$ cat src/rtl/cpu_ctrl_pkg.sv
// Shared encodings for the multicycle MIPS control sequencer: states, opcodes,
// datapath selector codes and the packed control vector driven to the datapath.
package cpu_ctrl_pkg;

  localparam int unsigned STATE_W = 4;
  localparam int unsigned OP_W    = 6;

  // RESET must stay at zero so the debug state output is also zero in reset
  typedef enum logic [STATE_W-1:0] {
    S_RESET  = 4'd0,
    S_FETCH  = 4'd1,
    S_DECODE = 4'd2,
    S_MEMADR = 4'd3,
    S_MEMRD  = 4'd4,
    S_MEMWB  = 4'd5,
    S_MEMWR  = 4'd6,
    S_EXEC   = 4'd7,
    S_ALUWB  = 4'd8,
    S_BRANCH = 4'd9,
    S_JUMP   = 4'd10,
    S_HALT   = 4'd11
  } state_e;

  localparam logic [OP_W-1:0] OP_RTYPE = 6'b000000;
  localparam logic [OP_W-1:0] OP_LW    = 6'b100011;
  localparam logic [OP_W-1:0] OP_SW    = 6'b101011;
  localparam logic [OP_W-1:0] OP_BEQ   = 6'b000100;
  localparam logic [OP_W-1:0] OP_J     = 6'b000010;

  localparam logic [1:0] SRCB_B       = 2'b00;
  localparam logic [1:0] SRCB_FOUR    = 2'b01;
  localparam logic [1:0] SRCB_IMM     = 2'b10;
  localparam logic [1:0] SRCB_IMM_SH2 = 2'b11;

  localparam logic [1:0] ALUOP_ADD   = 2'b00;
  localparam logic [1:0] ALUOP_SUB   = 2'b01;
  localparam logic [1:0] ALUOP_FUNCT = 2'b10;

  localparam logic [1:0] PCSRC_ALU    = 2'b00;
  localparam logic [1:0] PCSRC_ALUOUT = 2'b01;
  localparam logic [1:0] PCSRC_JUMP   = 2'b10;

  typedef struct packed {
    logic       pc_en;
    logic       iord;
    logic       mem_read;
    logic       mem_write;
    logic       ir_write;
    logic       reg_dst;
    logic       mem_to_reg;
    logic       reg_write;
    logic       alu_src_a;
    logic [1:0] alu_src_b;
    logic [1:0] alu_op;
    logic [1:0] pc_source;
    logic       instr_done;
  } ctrl_t;

endpackage

$ cat src/rtl/multicycle_ctrl_decode.sv
// Combinational control-vector decode: state, memory handshake and ALU zero
// flag to datapath strobes and selectors.
module multicycle_ctrl_decode
  import cpu_ctrl_pkg::*;
(
  input  state_e state_i,
  input  logic   mem_ready_i,
  input  logic   zero_i,
  output ctrl_t  ctrl_o
);

  always_comb begin
    ctrl_o = '0;
    case (state_i)
      S_FETCH: begin
        ctrl_o.mem_read  = 1'b1;
        ctrl_o.alu_src_b = SRCB_FOUR;
        ctrl_o.alu_op    = ALUOP_ADD;
        ctrl_o.pc_source = PCSRC_ALU;
        // PC and IR advance together only once the fetch has completed
        ctrl_o.ir_write  = mem_ready_i;
        ctrl_o.pc_en     = mem_ready_i;
      end
      S_DECODE: begin
        ctrl_o.alu_src_b = SRCB_IMM_SH2;
        ctrl_o.alu_op    = ALUOP_ADD;
      end
      S_MEMADR: begin
        ctrl_o.alu_src_a = 1'b1;
        ctrl_o.alu_src_b = SRCB_IMM;
        ctrl_o.alu_op    = ALUOP_ADD;
      end
      S_MEMRD: begin
        ctrl_o.mem_read = 1'b1;
        ctrl_o.iord     = 1'b1;
      end
      S_MEMWB: begin
        ctrl_o.reg_write  = 1'b1;
        ctrl_o.mem_to_reg = 1'b1;
        ctrl_o.instr_done = 1'b1;
      end
      S_MEMWR: begin
        ctrl_o.mem_write  = 1'b1;
        ctrl_o.iord       = 1'b1;
        ctrl_o.instr_done = mem_ready_i;
      end
      S_EXEC: begin
        ctrl_o.alu_src_a = 1'b1;
        ctrl_o.alu_src_b = SRCB_B;
        ctrl_o.alu_op    = ALUOP_FUNCT;
      end
      S_ALUWB: begin
        ctrl_o.reg_write  = 1'b1;
        ctrl_o.reg_dst    = 1'b1;
        ctrl_o.instr_done = 1'b1;
      end
      S_BRANCH: begin
        ctrl_o.alu_src_a  = 1'b1;
        ctrl_o.alu_src_b  = SRCB_B;
        ctrl_o.alu_op     = ALUOP_SUB;
        ctrl_o.pc_source  = PCSRC_ALUOUT;
        ctrl_o.pc_en      = zero_i;
        ctrl_o.instr_done = 1'b1;
      end
      S_JUMP: begin
        ctrl_o.pc_source  = PCSRC_JUMP;
        ctrl_o.pc_en      = 1'b1;
        ctrl_o.instr_done = 1'b1;
      end
      default: ctrl_o = '0;
    endcase
  end

endmodule

$ cat src/rtl/multicycle_control_fsm.sv
// Multicycle MIPS control sequencer: state register, next-state logic and the
// sticky illegal-opcode flag; control outputs come from multicycle_ctrl_decode.
module multicycle_control_fsm
  import cpu_ctrl_pkg::*;
#(
  parameter bit ILLEGAL_TRAP = 1'b1
) (
  input  logic            clk,
  input  logic            rst_n,
  input  logic [OP_W-1:0] OPcode,
  input  logic            zero,
  input  logic            mem_ready,
  output logic            PCEn,
  output logic            IorD,
  output logic            MemRead,
  output logic            MemWrite,
  output logic            IRWrite,
  output logic            RegDst,
  output logic            MemtoReg,
  output logic            RegWrite,
  output logic            ALUSrcA,
  output logic [1:0]      ALUSrcB,
  output logic [1:0]      ALUOp,
  output logic [1:0]      PCSource,
  output logic            instr_done,
  output logic            illegal,
  output logic [STATE_W-1:0] state_dbg
);

  state_e state_q, state_d;
  logic   illegal_q, illegal_d;
  logic   nop_done;
  ctrl_t  ctrl;

  always_ff @(posedge clk or negedge rst_n) begin
    if (!rst_n) begin
      state_q   <= S_RESET;
      illegal_q <= 1'b0;
    end else begin
      state_q   <= state_d;
      illegal_q <= illegal_d;
    end
  end

  always_comb begin
    state_d   = S_RESET;
    illegal_d = illegal_q;
    nop_done  = 1'b0;
    case (state_q)
      S_RESET:  state_d = S_FETCH;
      S_FETCH:  state_d = mem_ready ? S_DECODE : S_FETCH;
      S_DECODE: begin
        case (OPcode)
          OP_RTYPE:     state_d = S_EXEC;
          OP_LW, OP_SW: state_d = S_MEMADR;
          OP_BEQ:       state_d = S_BRANCH;
          OP_J:         state_d = S_JUMP;
          default: begin
            illegal_d = 1'b1;
            if (ILLEGAL_TRAP) begin
              state_d = S_HALT;
            end else begin
              state_d  = S_FETCH;
              nop_done = 1'b1;
            end
          end
        endcase
      end
      S_MEMADR: state_d = (OPcode == OP_SW) ? S_MEMWR : S_MEMRD;
      S_MEMRD:  state_d = mem_ready ? S_MEMWB : S_MEMRD;
      S_MEMWR:  state_d = mem_ready ? S_FETCH : S_MEMWR;
      S_EXEC:   state_d = S_ALUWB;
      S_MEMWB, S_ALUWB, S_BRANCH, S_JUMP: state_d = S_FETCH;
      S_HALT:   state_d = S_HALT;
      // unused encodings recover through RESET
      default:  state_d = S_RESET;
    endcase
  end

  multicycle_ctrl_decode u_decode (
    .state_i     (state_q),
    .mem_ready_i (mem_ready),
    .zero_i      (zero),
    .ctrl_o      (ctrl)
  );

  assign PCEn       = ctrl.pc_en;
  assign IorD       = ctrl.iord;
  assign MemRead    = ctrl.mem_read;
  assign MemWrite   = ctrl.mem_write;
  assign IRWrite    = ctrl.ir_write;
  assign RegDst     = ctrl.reg_dst;
  assign MemtoReg   = ctrl.mem_to_reg;
  assign RegWrite   = ctrl.reg_write;
  assign ALUSrcA    = ctrl.alu_src_a;
  assign ALUSrcB    = ctrl.alu_src_b;
  assign ALUOp      = ctrl.alu_op;
  assign PCSource   = ctrl.pc_source;
  assign instr_done = ctrl.instr_done | nop_done;
  assign illegal    = illegal_q;
  assign state_dbg  = state_q;

endmodule

$ cat config.mk
export PLATFORM = sky130hd
export DESIGN_NAME = multicycle_control_fsm
export DESIGN_NICKNAME = d
export VERILOG_FILES = /design/src/rtl/cpu_ctrl_pkg.sv /design/src/rtl/multicycle_ctrl_decode.sv /design/src/rtl/multicycle_control_fsm.sv
export SDC_FILE = /design/constraint.sdc
export NUM_CORES = 1
export LEC_CHECK = 0
export BUFFER_PORTS_ARGS = -buffer_cell sky130_fd_sc_hd__buf_2
export CAP_MARGIN = 20
export CORE_AREA = 2 2 39 41
export CTS_BUF_LIST = sky130_fd_sc_hd__clkbuf_16
export DETAILED_ROUTE_END_ITERATION = 8
export DIE_AREA = 0 0 41 43
export HOLD_SLACK_MARGIN = 0.12
export PLACE_DENSITY = 0.78
export SYNTH_ARGS = -nofsm -noshare
export SYNTH_HDL_FRONTEND = slang
export SYNTH_SLANG_ARGS = --single-unit
$ cat constraint.sdc
create_clock -name clk -period 4.7 [get_ports clk]
set_clock_uncertainty 0.2 [all_clocks]
set_input_delay 0.94 -clock clk [delete_from_list [all_inputs] [get_ports clk]]
set_output_delay 0.94 -clock clk [all_outputs]
set_load 0.005 [all_outputs]
==> flow_summary.ini <==
[setup_path]
r2r-start = state_dbg[2]
crit_path_end_kind = output pin
r2r_slack_ns = 2.95
crit_path_max_fanout = 16
worstRegToRegCells = 3
worstSetupPathType = register to output pin
cp.arrival_ns = 1.60
startpoint = state_dbg[2]
start_kind = register
worst_ep_required_time_ns = 3.56
r2r_end = state_dbg[1]

[route]
wirelength_um = 1480
vias = 654
drtIter0Drc = 2
first_pass_iters = 2
drc_errors = 0
ant_nets = 0
vias_per_cell = 5.23
wl_per_cell_um = 11.8

[global_routing]
gr-max-usage-layer = met2
grt_pass1_vias = 526
grt_pass1_wl_um = 2180
grtUsageMet1 = 0.227
grt_use_met2 = 0.294
grt_usage = 0.171
grt-ovfl-total = 0
grt_max_degree = 20
grt_use_met3 = 0.0314
antenna_found_initial = 0

[pwr]
ir_drop_mv = 0.413
power_density_mw_per_mm2 = 664
p_leak_nw = 0.390

[placement]
port_buffers = 30
dpl.hpwl_um = 1090
place_congestion = 0.807
placed_cell_area_sq_um = 718

[worst_hold_path]
hold_path_class = register to register
hold_depth = 1
min_from = illegal
hold_end = illegal

[clocking]
cts_resized = 0
cts_tree = done
postCtsSetupRepairBufs = 0
cts_root_buf = clkbuf_16
clkTransAtPathRegs_ns = 0.03
insertion_delay_ns = 0.22
ctsHoldBuffers = 0
cts.path.max_buffers = 2
htree_levels = 1
cts_buffers = 3
cts_sinks = 5

[synthesis]
ys.flop_type = dfrtp_1
yosys.area.top_type_share = 0.216
ys_seq_elements = 5
synth_largest_area_cell = dfrtp_1
syn_area_per_cell_sq_um = 7.17
yosysWarnings = 0
synth_edf_count = 0
syn_inst = 81
ys_top_cells_by_area = dfrtp_1, nor2_1, o21ai_0
synth-async-reset-ratio = 1.00
synth_cell_type_count = 29
synth.cell_area_sq_um = 581
synth_nets = 91
ys_seq_area_frac = 0.216

[run_status]
outcome = finished, final reports clean

[floorplanning]
design.die.area_sq_mm = 0.00176
die_h_um = 43
num_rows = 14
die_x_um = 41
start_util = 0.420
pin_count = 31
core_sq_mm = 0.00138

[sta]
fin_tns_setup_ns = 0
finalCritPeriodShare = 0.583
slew_headroom = 0.633
tightest_slew_ns = 0.551
fmax_mhz = 365
layout_min_cycle_time_ns = 2.74
finalSetupViolCount = 0
rsz0062_at_grt = no
slew_violations = 0
hold_viol = 0

[cells_and_area]
drive_above_1_share = 0.321
fin_util = 0.576
n_antenna_cell = 0
fin_area_sq_um = 797
nets = 120
syn2layout_area_growth_pct = 37.3
fillCellCount = 131

[run]
cap_violations = 0
-- kinds of logic after synthesis --
group                  after synthesis  synth area share
AND/OR/NAND/NOR                     46             0.461
AO/OA/AOI/OAI                       17             0.181
buffers and inverters                9            0.0754
flip-flops                           5             0.216
XOR/XNOR                             2            0.0302
multiplexers                         2            0.0366
-- how the worst max path moves through the flow --
stage	to	slack [ns]	cells after the start
floorplan	PCEn	2.25	3
global placement	PCEn	2.02	5
detailed placement	PCEn	2.01	5
CTS	ALUSrcA	1.95	4
global route	ALUSrcA	1.82	4
finish	ALUSrcA	1.96	4
-- cells in the final DEF (no fill, tap or decap), types with 2 or more instances in the layout --
cell type and n:
a21oi_1 4, a311oi_1 2, and3_1 2, and3b_1 3, buf_2 30, clkbuf_16 3
dfrtp_1 5, inv_1 4, nand2_1 3, nand2b_1 4, nand3_1 3, nand4_1 2
nor2_1 12, nor2b_1 4, nor3_1 4, o21a_1 2, o21ai_0 6, or3b_1 2
or4_1 3, xnor2_1 2
-- report_power, final --
group	internal [mW]	switching [mW]	total, mW
logic	0.142	0.123	0.265
clock network	0.110	0.0255	0.135
registers	0.0609	0.0682	0.129
-- flip-flops by register name (all words and copies together), names as in the netlist --
register	cells
state_dbg	4
illegal	1
-- final cells by class --
type | count | area [sq um] | area share
tap | 16 | 20.0 | 0.0251
clock inverter | 1 | 3.75 | 0.00471
inverter | 3 | 11.3 | 0.0141
timing repair buffer | 30 | 150 | 0.188
sequential | 5 | 125 | 0.157
clock buffer | 3 | 75.1 | 0.0942
multi-input combinational | 67 | 412 | 0.516
-- critical path: stages, from the launching register on --
cell,delay (ns)
dfrtp_1,0.54
nand2b_1,0.31
mux2_2,0.31
nor2_1,0.10
buf_2,0.12
-- synthesized netlist by cell type, drive strengths merged (3+ instances only) --
library cell and instances:
a21oi 4, and3b 3, buf 6, dfrtp 5, inv 3, nand2 3, nand2b 4, nand3 3
nor2 12, nor2b 4, nor3 4, o21ai 6, or4 3
-- metal layers --
| layer | vias up | wire, um |
|---|---|---|
| met2 | 15 | 757 |
| met3 | 0 | 50 |
| met1 | 291 | 671 |
| met5 | - | 0 |
| li1 | 348 | - |
| met4 | 0 | 0 |
-- metrics by stage --
step | hold WS (ns) | std cells | power (mW) | setup slack, ns
finish | 0.292 | 125 | 0.529 | 1.96
global route | 0.289 | 125 | 0.570 | 1.82
CTS | 0.285 | 125 | 0.531 | 1.95
detailed placement | 0.275 | 121 | 0.393 | 2.01
global placement | 0.262 | 121 | 0.389 | 2.02
floorplan | 0.268 | 81 | 0.300 | 2.25
(Power assumes the default switching activity.)
